`src/rtl/countdown_timer.sv`:
```
// Countdown timer: HH:MM:SS down-counter ticked by a 1 Hz clock.
// Four-state FSM (IDLE/RUN/PAUSED/EXPIRED) with load > pause > start priority,
// range-checked preset loading, a done pulse on reaching zero and a load_err
// pulse on an out-of-range preset. All outputs come straight from flops.
module countdown_timer (
  input  logic       Clk_1sec,
  input  logic       reset,
  input  logic       load,
  input  logic [4:0] load_hours,
  input  logic [5:0] load_minutes,
  input  logic [5:0] load_seconds,
  input  logic       start,
  input  logic       pause,
  output logic [4:0] hours,
  output logic [5:0] minutes,
  output logic [5:0] seconds,
  output logic       running,
  output logic       done,
  output logic       expired,
  output logic       load_err
);

  typedef enum logic [1:0] {
    IDLE    = 2'd0,
    RUN     = 2'd1,
    PAUSED  = 2'd2,
    EXPIRED = 2'd3
  } state_e;

  state_e     state_q, state_d;
  logic [4:0] hours_q, hours_d;
  logic [5:0] min_q, min_d;
  logic [5:0] sec_q, sec_d;
  logic       running_q, running_d;
  logic       done_q, done_d;
  logic       expired_q, expired_d;
  logic       load_err_q, load_err_d;

  // Decremented copy of the current count, used only when RUN advances.
  logic [4:0] dec_h;
  logic [5:0] dec_m;
  logic [5:0] dec_s;

  logic load_ok;
  logic cnt_zero;
  logic cnt_one;

  assign load_ok  = (load_hours <= 5'd23) && (load_minutes <= 6'd59) &&
                    (load_seconds <= 6'd59);
  assign cnt_zero = (hours_q == '0) && (min_q == '0) && (sec_q == '0);
  assign cnt_one  = (hours_q == '0) && (min_q == '0) && (sec_q == 6'd1);

  // One-second borrow chain; a zero count is left untouched so it never wraps.
  always_comb begin
    dec_h = hours_q;
    dec_m = min_q;
    dec_s = sec_q;
    if (sec_q != '0) begin
      dec_s = sec_q - 6'd1;
    end else if (min_q != '0) begin
      dec_s = 6'd59;
      dec_m = min_q - 6'd1;
    end else if (hours_q != '0) begin
      dec_s = 6'd59;
      dec_m = 6'd59;
      dec_h = hours_q - 5'd1;
    end
  end

  // Next-state, next-count and next-output decode with load > pause > start.
  always_comb begin
    state_d    = state_q;
    hours_d    = hours_q;
    min_d      = min_q;
    sec_d      = sec_q;
    done_d     = 1'b0;
    load_err_d = 1'b0;

    if (load) begin
      // A load of any kind consumes the edge: either take the preset or
      // flag it, but never let pause/start act alongside it.
      if (load_ok) begin
        hours_d = load_hours;
        min_d   = load_minutes;
        sec_d   = load_seconds;
        state_d = IDLE;
      end else begin
        load_err_d = 1'b1;
      end
    end else begin
      unique case (state_q)
        IDLE: begin
          if (!pause && start && !cnt_zero) begin
            state_d = RUN;
          end
        end
        RUN: begin
          if (pause) begin
            state_d = PAUSED;
          end else if (cnt_zero) begin
            // Unreachable through normal loads; park safely without a pulse.
            state_d = EXPIRED;
          end else begin
            hours_d = dec_h;
            min_d   = dec_m;
            sec_d   = dec_s;
            if (cnt_one) begin
              state_d = EXPIRED;
              done_d  = 1'b1;
            end
          end
        end
        PAUSED: begin
          if (!pause && start) begin
            state_d = RUN;
          end
        end
        EXPIRED: begin
          state_d = EXPIRED;
        end
        default: begin
          state_d = IDLE;
        end
      endcase
    end

    running_d = (state_d == RUN);
    expired_d = (state_d == EXPIRED);
  end

  // State, count and output registers; reset clears everything at once.
  always_ff @(posedge Clk_1sec or posedge reset) begin
    if (reset) begin
      state_q    <= IDLE;
      hours_q    <= '0;
      min_q      <= '0;
      sec_q      <= '0;
      running_q  <= 1'b0;
      done_q     <= 1'b0;
      expired_q  <= 1'b0;
      load_err_q <= 1'b0;
    end else begin
      state_q    <= state_d;
      hours_q    <= hours_d;
      min_q      <= min_d;
      sec_q      <= sec_d;
      running_q  <= running_d;
      done_q     <= done_d;
      expired_q  <= expired_d;
      load_err_q <= load_err_d;
    end
  end

  assign hours    = hours_q;
  assign minutes  = min_q;
  assign seconds  = sec_q;
  assign running  = running_q;
  assign done     = done_q;
  assign expired  = expired_q;
  assign load_err = load_err_q;

endmodule

```
`config.mk`:
```
export PLATFORM = sky130hd
export DESIGN_NAME = countdown_timer
export DESIGN_NICKNAME = d
export VERILOG_FILES = /design/src/rtl/countdown_timer.sv
export SDC_FILE = /design/constraint.sdc
export NUM_CORES = 1
export LEC_CHECK = 0
export ABC_AREA = 1
export BUFFER_PORTS_ARGS = -buffer_cell sky130_fd_sc_hd__buf_2
export CAP_MARGIN = 0
export CORE_MARGIN = 3
export CORE_UTILIZATION = 35
export DETAILED_ROUTE_END_ITERATION = 16
export SYNTH_ARGS = -nofsm -noshare
export SYNTH_HDL_FRONTEND = slang
export SYNTH_SLANG_ARGS = --single-unit
```
`constraint.sdc`:
```
create_clock -name Clk_1sec -period 4.47 [get_ports Clk_1sec]
set_clock_uncertainty 0.2 [all_clocks]
set_input_delay 0.447 -clock Clk_1sec [delete_from_list [all_inputs] [get_ports Clk_1sec]]
set_output_delay 0.447 -clock Clk_1sec [all_outputs]
set_load 0.01 [all_outputs]
```
==> impl_metrics.yaml <==
worst_setup_path:
  cp_cell_sequence: "inv_1 > ha_1 > nand3_1 > nand2_1 > nand3_2 > inv_1 > nand3_1 > nand2_1"
  endpoint_kind: "register"
  start_kind: "register"
  required_ns: 4.49
  critPathMaxStageDelay_ns: 0.44
  cp_slowest_cell: "dfrtp_1"
  r2r-start: "seconds[0]$_DFFE_PP0P_"
  reg2regPathDepth: 8
  crit_type: "reg -> reg"
  path_buf_inv: 2
  ff2ff_setup_slack_ns: 2.56
  worstPathArrival_ns: 1.93
  r2r_end: "hours[2]$_DFFE_PP0P_"
  crit_fanout: 6
  cpLargestDelayFamily: "simple AND/OR/NAND/NOR gates"
clocking:
  clock_sinks: 23
  cts_root_buf: "clkbuf_8"
  clk_pin_slew_ns: 0.09
  numCtsBuffers: 3
  clk_path_buf_depth: 2
  cts_resized: 0
  ctsHoldBuffers: 0
  worstSkewPairLatency_ns: 0.27
  tritoncts: "done"
  cts_max_level: 1
  post_cts_buffers: 0
cells_and_area:
  layout-drive-gt1-share_pct: 24.5
  antenna_cells: 0
  final_net_count: 316
  n_fill_cell: 480
  syn_to_final_growth_pct: 16.6
synth:
  synthTopCellsByCount: "nand2_1, nor2_1, inv_1"
  synth_ff_type: "dfrtp_1"
  syn_avg_cell_area_um2: 6.91
  synth_edf_count: 0
  ys_async_sr_fraction_pct: 100
  synthTopCellsByArea: "dfrtp_1, nand2_1, nand3_1, nor2_1, inv_1"
  yosys_warnings: 0
  synth_largest_area_cell: "dfrtp_1"
  netlist-cell-type-count: 27
  synth_seq_cells: 23
  yosysSeqAreaShare_pct: 34.0
  syn_area_um2: 1690
  synth_nets: 274
  yosysMostFrequentCell: "nand2_1"
  synth_top_area_share_pct: 34.0
  syn_inst: 245
placement:
  dp_hpwl_um: 3230
  numPortBuffers: 42
  place_ws_ns: 2.42
  gp_congestion: 0.817
global_routing:
  grt_pass1_vias: 1522
  grt_overflow: 0
  grt_util_all_layers_pct: 16.0
  grt_pass1_wl_um: 6990
  grt_max_degree: 24
  antenna_found_initial: 0
routing:
  route.detailed.drc: 0
  drtIter0Drc: 104
  vias_per_cell: 4.87
  wire_per_inst_um: 12.4
  num_vias: 1645
  ant_nets: 0
  firstDrtPassIters: 4
  wl_um: 4180
timing:
  final_hold_viol_count: 0
  fin_hold_ws_ns: 0.168
  setup_ws_ns: 2.56
  slew_headroom_pct: 38.0
  min_period_ns: 1.91
  finalCritPeriodShare_pct: 42.8
  maxSlewViolCount: 0
  setup_tns_ns: 0
  worstMarginPinSlew_ns: 0.930
  rsz0062_at_grt: "false"
  fmax_ghz: 0.523
  setup_viol: 0
power_and_ir_drop:
  total_leakage_power_nw: 1.11
  peakVddDrop_v: 0.000267
  power.density_nw_per_um2: 439
die:
  rows: 24
  start_util_pct: 37.6
  die-area_um2: 5710
  coreArea_um2: 4500
  io_pins: 43
  die_width_um: 75.5
  die_y_um: 75.5
flow_run:
  cap_violations: 0
min_path:
  hold_class: "in -> async"
status:
  status: "complete, no violations"
[worst register-to-register path: stages, from the launching register on]
cell and delay (ns):
dfrtp_1 0.44, inv_1 0.15, ha_1 0.18, nand3_1 0.16, nand2_1 0.19, nand3_2 0.18, inv_1 0.19, nand3_1 0.10
nand2_1 0.07
[where the power goes]
| part | switching (W) | internal, W | total, W |
|---|---|---|---|
| registers | 0.0000697 | 0.000263 | 0.000332 |
| clock network | 0.0000754 | 0.0000625 | 0.000138 |
| logic | 0.000232 | 0.000164 | 0.000396 |
[layer usage]
layer | vias to the layer above | GRT usage [%] | part of all wire [%]
met5 | - | 0 | 0
met4 | 0 | 3.50 | 0.33
met3 | 2 | 3.83 | 7.6
met2 | 54 | 25.7 | 45
met1 | 721 | 21.8 | 47
li1 | 868 | - | -
[cells by family after synthesis]
logic type | Yosys count | share of synthesized area [%]
simple gates | 148 | 40.2
buf+inv | 34 | 8.79
compound gates | 27 | 8.72
flops | 23 | 34.0
fa+ha+maj | 7 | 5.17
xor+xnor | 6 | 3.10
[worst max path at each step]
stage | end | slack [ns] | from | cells after the start
3_5_place_dp | hours[3]$_DFFE_PP0P_ | 2.42 | load | 8
5_1_grt | hours[2]$_DFFE_PP0P_ | 2.36 | seconds[0]$_DFFE_PP0P_ | 8
4_1_cts | hours[2]$_DFFE_PP0P_ | 2.55 | seconds[0]$_DFFE_PP0P_ | 8
6_report | hours[2]$_DFFE_PP0P_ | 2.56 | seconds[0]$_DFFE_PP0P_ | 8
2_1_floorplan | seconds[3]$_DFFE_PP0P_ | 2.80 | seconds[0]$_DFFE_PP0P_ | 10
3_3_place_gp | hours[3]$_DFFE_PP0P_ | 2.41 | load | 9
[layout make-up]
type / count / area [um^2] / area share, %
Multi-Input combinational cell: 188 / 968 / 49.0
Sequential cell: 23 / 576 / 29.2
Timing Repair Buffer: 42 / 210 / 10.6
Inverter: 29 / 109 / 5.51
Tap cell: 52 / 65.1 / 3.30
Clock buffer: 3 / 41.3 / 2.09
Clock inverter: 1 / 5.00 / 0.253
[stage by stage]
| step | util, % | power, W | cells | cell area (um^2) |
|---|---|---|---|---|
| 3_5_place_dp | 42.8 | 0.000737 | 334 | 1930 |
| 6_report | 43.8 | 0.000866 | 338 | 1970 |
| 2_1_floorplan | - | 0.000610 | 245 | 1690 |
| 3_3_place_gp | 42.8 | 0.000731 | 334 | 1930 |
| 5_1_grt | 43.8 | 0.000953 | 338 | 1970 |
| 4_1_cts | 43.8 | 0.000878 | 338 | 1970 |
[state kept, by name, indices dropped and copies added, names as in the netlist]
| register | cells |
|---|---|
| hours | 5 |
| load_err | 1 |
| seconds | 6 |
| expired | 1 |
| state_q | 2 |
| minutes | 6 |
| running | 1 |
| done | 1 |
[layout by cell type, fill, tap and decap left out, drive strengths merged]
master and instances:
xor2 2, clkinv 1, ha 7, o21a 1
or2 2, and3 1, clkbuf 3, inv 29
nand4 5, nor3 2, o21ai 16, dfrtp 23
nand3 28, xnor2 4, a21oi 8, nand2 75
nor2 35, a31oi 2, buf 42
(Power assumes the default switching activity.)
